### config.mk
export PLATFORM = sky130hd
export DESIGN_NAME = icap_reboot_master_flat
export DESIGN_NICKNAME = d
export VERILOG_FILES = /design/src/rtl/icap_pkg.sv /design/src/rtl/icap_reboot_master_if.sv /design/src/rtl/icap_reboot_rom.sv /design/src/rtl/icap_reboot_master.sv /design/src/flat_wrapper.sv
export SDC_FILE = /design/constraint.sdc
export NUM_CORES = 1
export LEC_CHECK = 0
export ABC_AREA = 0
export CORE_ASPECT_RATIO = 1.25
export CORE_UTILIZATION = 48
export CTS_BUF_LIST = sky130_fd_sc_hd__clkbuf_8 sky130_fd_sc_hd__clkbuf_16
export DETAILED_ROUTE_END_ITERATION = 8
export HOLD_SLACK_MARGIN = 0.1
export PLACE_DENSITY = 0.8
export SKIP_CTS_REPAIR_TIMING = 1
export SYNTH_ARGS = -nofsm -noshare
export SYNTH_HDL_FRONTEND = slang
export SYNTH_SLANG_ARGS = --single-unit
### constraint.sdc
create_clock -name clk -period 2.3 [get_ports clk]
set_input_delay 0.575 -clock clk [delete_from_list [all_inputs] [get_ports clk]]
set_output_delay 0.575 -clock clk [all_outputs]
set_load 0.02 [all_outputs]
### src/rtl/icap_pkg.sv
// Shared constants, FSM state type and bit-reversal helper for the ICAP reboot master.
package icap_pkg;

  localparam logic [15:0] ICAP_DUMMY      = 16'hFFFF;
  localparam logic [15:0] ICAP_SYNC       = 16'hAA99;
  localparam logic [15:0] ICAP_WR_GEN1    = 16'h3261;
  localparam logic [15:0] ICAP_WR_GEN2    = 16'h3281;
  localparam logic [15:0] ICAP_WR_CMD     = 16'h30A1;
  localparam logic [15:0] ICAP_CMD_REBOOT = 16'h000E;
  localparam logic [15:0] ICAP_NOOP       = 16'h2000;

  localparam int ICAP_SEQ_WORDS = 12;
  localparam int ICAP_SEQ_BYTES = 2 * ICAP_SEQ_WORDS;

  typedef enum logic [2:0] {
    ST_IDLE  = 3'd0,
    ST_ISSUE = 3'd1,
    ST_GAP   = 3'd2,
    ST_DONE  = 3'd3,
    ST_ERR   = 3'd4
  } state_t;

  function automatic logic [7:0] bit_rev8(input logic [7:0] b);
    logic [7:0] r;
    for (int i = 0; i < 8; i++) r[i] = b[7-i];
    return r;
  endfunction

endpackage

### src/rtl/icap_reboot_master_if.sv
// Wishbone link between the reboot master and the 8-bit ICAP responder.
interface icap_reboot_master_if;
  logic        cyc_o;
  logic        stb_o;
  logic        we_o;
  logic [31:0] dat_o;
  logic        ack_i;

  modport master (output cyc_o, stb_o, we_o, dat_o, input ack_i);
  modport slave  (input cyc_o, stb_o, we_o, dat_o, output ack_i);
endinterface

### src/rtl/icap_reboot_rom.sv
// Word table of the Spartan-3A IPROG multiboot sequence, built around the latched flash address.
module icap_reboot_rom
  import icap_pkg::*;
(
  input  logic [3:0]  word_idx,
  input  logic [23:0] addr,
  input  logic [7:0]  spi_opcode,
  output logic [15:0] word
);

  always_comb begin
    word = ICAP_NOOP;
    case (word_idx)
      4'd0:    word = ICAP_DUMMY;
      4'd1:    word = ICAP_SYNC;
      4'd2:    word = ICAP_WR_GEN1;
      4'd3:    word = addr[15:0];
      4'd4:    word = ICAP_WR_GEN2;
      4'd5:    word = {spi_opcode, addr[23:16]};
      4'd6:    word = ICAP_WR_CMD;
      4'd7:    word = ICAP_CMD_REBOOT;
      default: word = ICAP_NOOP;
    endcase
  end

endmodule

### src/rtl/icap_reboot_master.sv
// Wishbone initiator that streams the IPROG reboot sequence to the ICAP responder, one byte per write.
module icap_reboot_master
  import icap_pkg::*;
#(
  parameter logic [7:0] SPI_OPCODE = 8'h0B,
  parameter bit         BIT_SWAP   = 1'b1,
  parameter int         TIMEOUT    = 255
) (
  input  logic                        clk,
  input  logic                        reset,
  input  logic                        start,
  input  logic [23:0]                 boot_addr,
  icap_reboot_master_if.master        bus,
  output logic                        busy,
  output logic                        done,
  output logic                        err
);

  localparam logic [7:0] TIMEOUT_CNT = 8'(TIMEOUT);
  localparam logic [4:0] LAST_IDX    = 5'(ICAP_SEQ_BYTES - 1);

  state_t      state_reg, state_next;
  logic [4:0]  idx_reg, idx_next;
  logic [7:0]  cnt_reg, cnt_next;
  logic [23:0] addr_reg, addr_next;
  logic [15:0] rom_word;
  logic [7:0]  cur_byte;
  logic [7:0]  bus_byte;

  icap_reboot_rom u_rom (
    .word_idx   (idx_reg[4:1]),
    .addr       (addr_reg),
    .spi_opcode (SPI_OPCODE),
    .word       (rom_word)
  );

  // Even byte index carries the high byte of the word.
  assign cur_byte = idx_reg[0] ? rom_word[7:0] : rom_word[15:8];
  assign bus_byte = BIT_SWAP ? bit_rev8(cur_byte) : cur_byte;

  always_ff @(posedge clk) begin
    if (reset) begin
      state_reg <= ST_IDLE;
      idx_reg   <= '0;
      cnt_reg   <= '0;
      addr_reg  <= '0;
    end else begin
      state_reg <= state_next;
      idx_reg   <= idx_next;
      cnt_reg   <= cnt_next;
      addr_reg  <= addr_next;
    end
  end

  always_comb begin
    state_next = state_reg;
    idx_next   = idx_reg;
    cnt_next   = cnt_reg;
    addr_next  = addr_reg;
    bus.cyc_o  = 1'b0;
    bus.stb_o  = 1'b0;
    bus.we_o   = 1'b0;
    bus.dat_o  = '0;
    busy       = 1'b0;
    done       = 1'b0;
    err        = 1'b0;

    case (state_reg)
      ST_IDLE, ST_DONE, ST_ERR: begin
        done = (state_reg == ST_DONE);
        err  = (state_reg == ST_ERR);
        if (start) begin
          addr_next  = boot_addr;
          idx_next   = '0;
          cnt_next   = '0;
          state_next = ST_ISSUE;
        end
      end
      ST_ISSUE: begin
        bus.cyc_o = 1'b1;
        bus.stb_o = 1'b1;
        bus.we_o  = 1'b1;
        bus.dat_o = {24'd0, bus_byte};
        busy      = 1'b1;
        // An ack on the final allowed cycle still counts as success.
        if (bus.ack_i) begin
          state_next = ST_GAP;
        end else begin
          cnt_next = cnt_reg + 8'd1;
          if (cnt_next == TIMEOUT_CNT) state_next = ST_ERR;
        end
      end
      ST_GAP: begin
        busy = 1'b1;
        if (idx_reg == LAST_IDX) begin
          state_next = ST_DONE;
        end else begin
          idx_next   = idx_reg + 5'd1;
          cnt_next   = '0;
          state_next = ST_ISSUE;
        end
      end
      default: state_next = ST_IDLE;
    endcase
  end

endmodule

### src/flat_wrapper.sv
// flat-port wrapper written by rule: the top's interface ports become plain ports
module icap_reboot_master_flat import icap_pkg::*;
#(
  parameter logic [7:0] SPI_OPCODE = 8'h0B,
  parameter bit         BIT_SWAP   = 1'b1,
  parameter int         TIMEOUT    = 255
)
  (clk, reset, start, boot_addr, busy, done, err, bus_cyc_o, bus_stb_o, bus_we_o, bus_dat_o, bus_ack_i);
  icap_reboot_master_if bus_i ();
  input  logic clk;
  input  logic reset;
  input  logic start;
  input  logic [23:0] boot_addr;
  output logic busy;
  output logic done;
  output logic err;
  output wire logic [$bits(bus_i.cyc_o)-1:0] bus_cyc_o;
  output wire logic [$bits(bus_i.stb_o)-1:0] bus_stb_o;
  output wire logic [$bits(bus_i.we_o)-1:0] bus_we_o;
  output wire logic [$bits(bus_i.dat_o)-1:0] bus_dat_o;
  input wire logic [$bits(bus_i.ack_i)-1:0] bus_ack_i;
  assign bus_cyc_o = bus_i.cyc_o;
  assign bus_stb_o = bus_i.stb_o;
  assign bus_we_o = bus_i.we_o;
  assign bus_dat_o = bus_i.dat_o;
  assign bus_i.ack_i = bus_ack_i;
  icap_reboot_master #(.SPI_OPCODE(SPI_OPCODE), .BIT_SWAP(BIT_SWAP), .TIMEOUT(TIMEOUT)) u_core (.clk(clk), .reset(reset), .start(start), .boot_addr(boot_addr), .bus(bus_i), .busy(busy), .done(done), .err(err));
endmodule
==> flow_summary.toml <==
[outcome]
status = "finished, final reports clean"

[setup_path]
startpoint_type = "flip-flop"
critPathMaxFanout = 4
crit_path_cell_trace = "nand2b_4, nor3_4, buf_6, nand2_1, a22o_1, a21oi_2, buf_4"
cpLargestDelayFamily = "simple AND/OR/NAND/NOR gates"
slowest_delay_ns = 0.33
setup.worst_path.class = "flip-flop to primary output"
crit_slowest_cell = "dfxtp_2"
cp.buffers_inverters = 2
end_kind = "primary output"
required_ns = 1.73
critPathArrivalTime_ns = 1.70

[logic_synthesis]
synth_seq_cells = 40
ys_warn_count = 0
async_reset_ff_share_pct = 0
ys_types = 55
synth_flop_cell = "dfxtp_1"
yosysSeqAreaShare_pct = 33.3
syn_area_um2 = 2400
synth-edff-count = 0
synth.avg_cell_area_um2 = 7.75
synthCells = 310

[sta]
hold_viol_final = 0
clock_skew_ns = 0.00727
fin_tns_setup_ns = 0
max_clock_freq_mhz = 440
period_share_pct = 98.8
slew_viol_final = 0
setup_viol = 0
grt_setup_unrepaired = "yes"
period_minus_slack_ns = 2.27
fin_hold_ws_ns = 0.458

[global_route]
grt_pass1_wl_um = 9640
use_met1_pct = 26.5
gr-total-overflow = 0
grt_usage_pct = 23.9
met3_usage_pct = 5.34
grt_pass1_vias = 2124
grt_util_met2_pct = 42.3
grt.busiest_layer = "met2"
antenna_found_initial = 0
grt_start_max_net_pins = 42

[pwr]
ir_drop_v = 0.000434
p_leak_nw = 1.25
p_per_area_nw_per_um2 = 499

[cts]
cts_tree = "built"
clkTransAtPathRegs_ns = 0.08
clock_latency_ns = 0.29
clockBufferDepth = 2
root_buffer = "clkbuf_8"
cts_made_buffers = 5
cts-htree-levels = 2
clkSinkCount = 40

[die]
rows = 28
die_w_um = 65.3
die_area_um2 = 5290
core_area_um2 = 4760
start_util_pct = 50.4
io_pins = 66
die_h_um = 81.1

[final_layout]
diodes = 0
syn2layout_area_growth_pct = 26.9
final_cell_mix = "nand2_1, a21oi_1, buf_4"
layout.cells.non_filler = 426
final_util_pct = 64.0
layout-drive-gt1-share_pct = 21.3
final_common_cell = "nand2_1"
num-nets-final = 397
largest_register_ffs = 24
final_cell_area_um2 = 3050

[route]
drt_first_pass_iters = 4
drt_iter0_drc = 199
drt-wirelength-per-cell_um = 13.8
drc = 0
drt-vias-per-instance = 5.36
antenna_left = 0
wirelength_um = 5870
vias = 2282

[place]
gp_congestion = 0.965
dp_hpwl_um = 4250
placed_cell_area_um2 = 2920
port_buffers = 41
placedCellCount = 419

[flow_run]
drv_cap = 0

[worst_hold_path]
hold_path_class = "flip-flop to flip-flop"
-- kinds of logic after synthesis --
logic type / count (synthesis) / synth area share (%)
adder cells (fa/ha/maj): 3 / 1.56
multiplexers: 3 / 1.41
AO/OA/AOI/OAI: 87 / 23.1
other: 1 / 0.156
AND/OR/NAND/NOR: 117 / 24.6
XOR/XNOR: 5 / 1.82
buffers and inverters: 54 / 14.1
flip-flops: 40 / 33.3
-- worst paths after layout --
check                 startpoint             endpoint  slack, ns  depth (start not counted)
max            u_core.idx_reg[4]         bus_dat_o[7]       0.03                          7
min          u_core.addr_reg[15]  u_core.addr_reg[15]       0.46                          2
min reg2reg  u_core.addr_reg[15]  u_core.addr_reg[15]       0.46                          2
max reg2reg    u_core.cnt_reg[0]  u_core.state_reg[0]       0.35                          5
-- power breakdown --
part / switching, W / internal, W / leakage [nW]
Combinational: 0.000194 / 0.000142 / 0.874
Sequential: 0.0000234 / 0.000722 / 0.330
Clock: 0.000237 / 0.000202 / 0.0452
Total: 0.000455 / 0.00107 / 1.25
-- worst reg2reg max path: stages, from the launching register on --
cell     delay (ns)
dfxtp_1        0.37
ha_1           0.32
or3_1          0.38
a311o_1        0.38
o31ai_1        0.27
a31oi_1        0.11
-- final cells by class --
| type | count | area, um2 |
|---|---|---|
| clock buffer | 5 | 68.8 |
| clock inverter | 2 | 8.76 |
| fill | 400 | 1720 |
| inverter | 6 | 22.5 |
| multi-input combinational | 239 | 1400 |
| sequential | 40 | 812 |
| tap | 60 | 75.1 |
| timing repair buffer | 74 | 662 |
-- Yosys cell counts, types with 4 or more instances --
| library cell | count | area [um2] |
|---|---|---|
| a21oi_1 | 45 | 225 |
| a22o_1 | 4 | 35.0 |
| buf_2 | 9 | 45.0 |
| buf_4 | 29 | 218 |
| clkbuf_1 | 7 | 26.3 |
| dfxtp_1 | 40 | 801 |
| inv_1 | 4 | 15.0 |
| nand2_1 | 63 | 236 |
| nor2_1 | 14 | 52.6 |
| nor3_1 | 5 | 25.0 |
| o21ai_0 | 12 | 60.1 |
| or3_1 | 4 | 25.0 |
-- metrics by stage --
step	power, W	setup WS [ns]
2_1_floorplan	0.000995	0.0847
3_3_place_gp	0.00110	-0.125
3_5_place_dp	0.00110	-0.186
4_1_cts	0.00154	-0.534
5_1_grt	0.00160	-0.0562
6_report	0.00152	0.0267
-- layer usage --
layer  vias up  part of all wire (%)
li1       1129                     -
met1      1054                    41
met2        80                    51
met3        19                   4.9
met4         0                   3.5
met5         -                     0
Power figures use the tool's default switching activity.
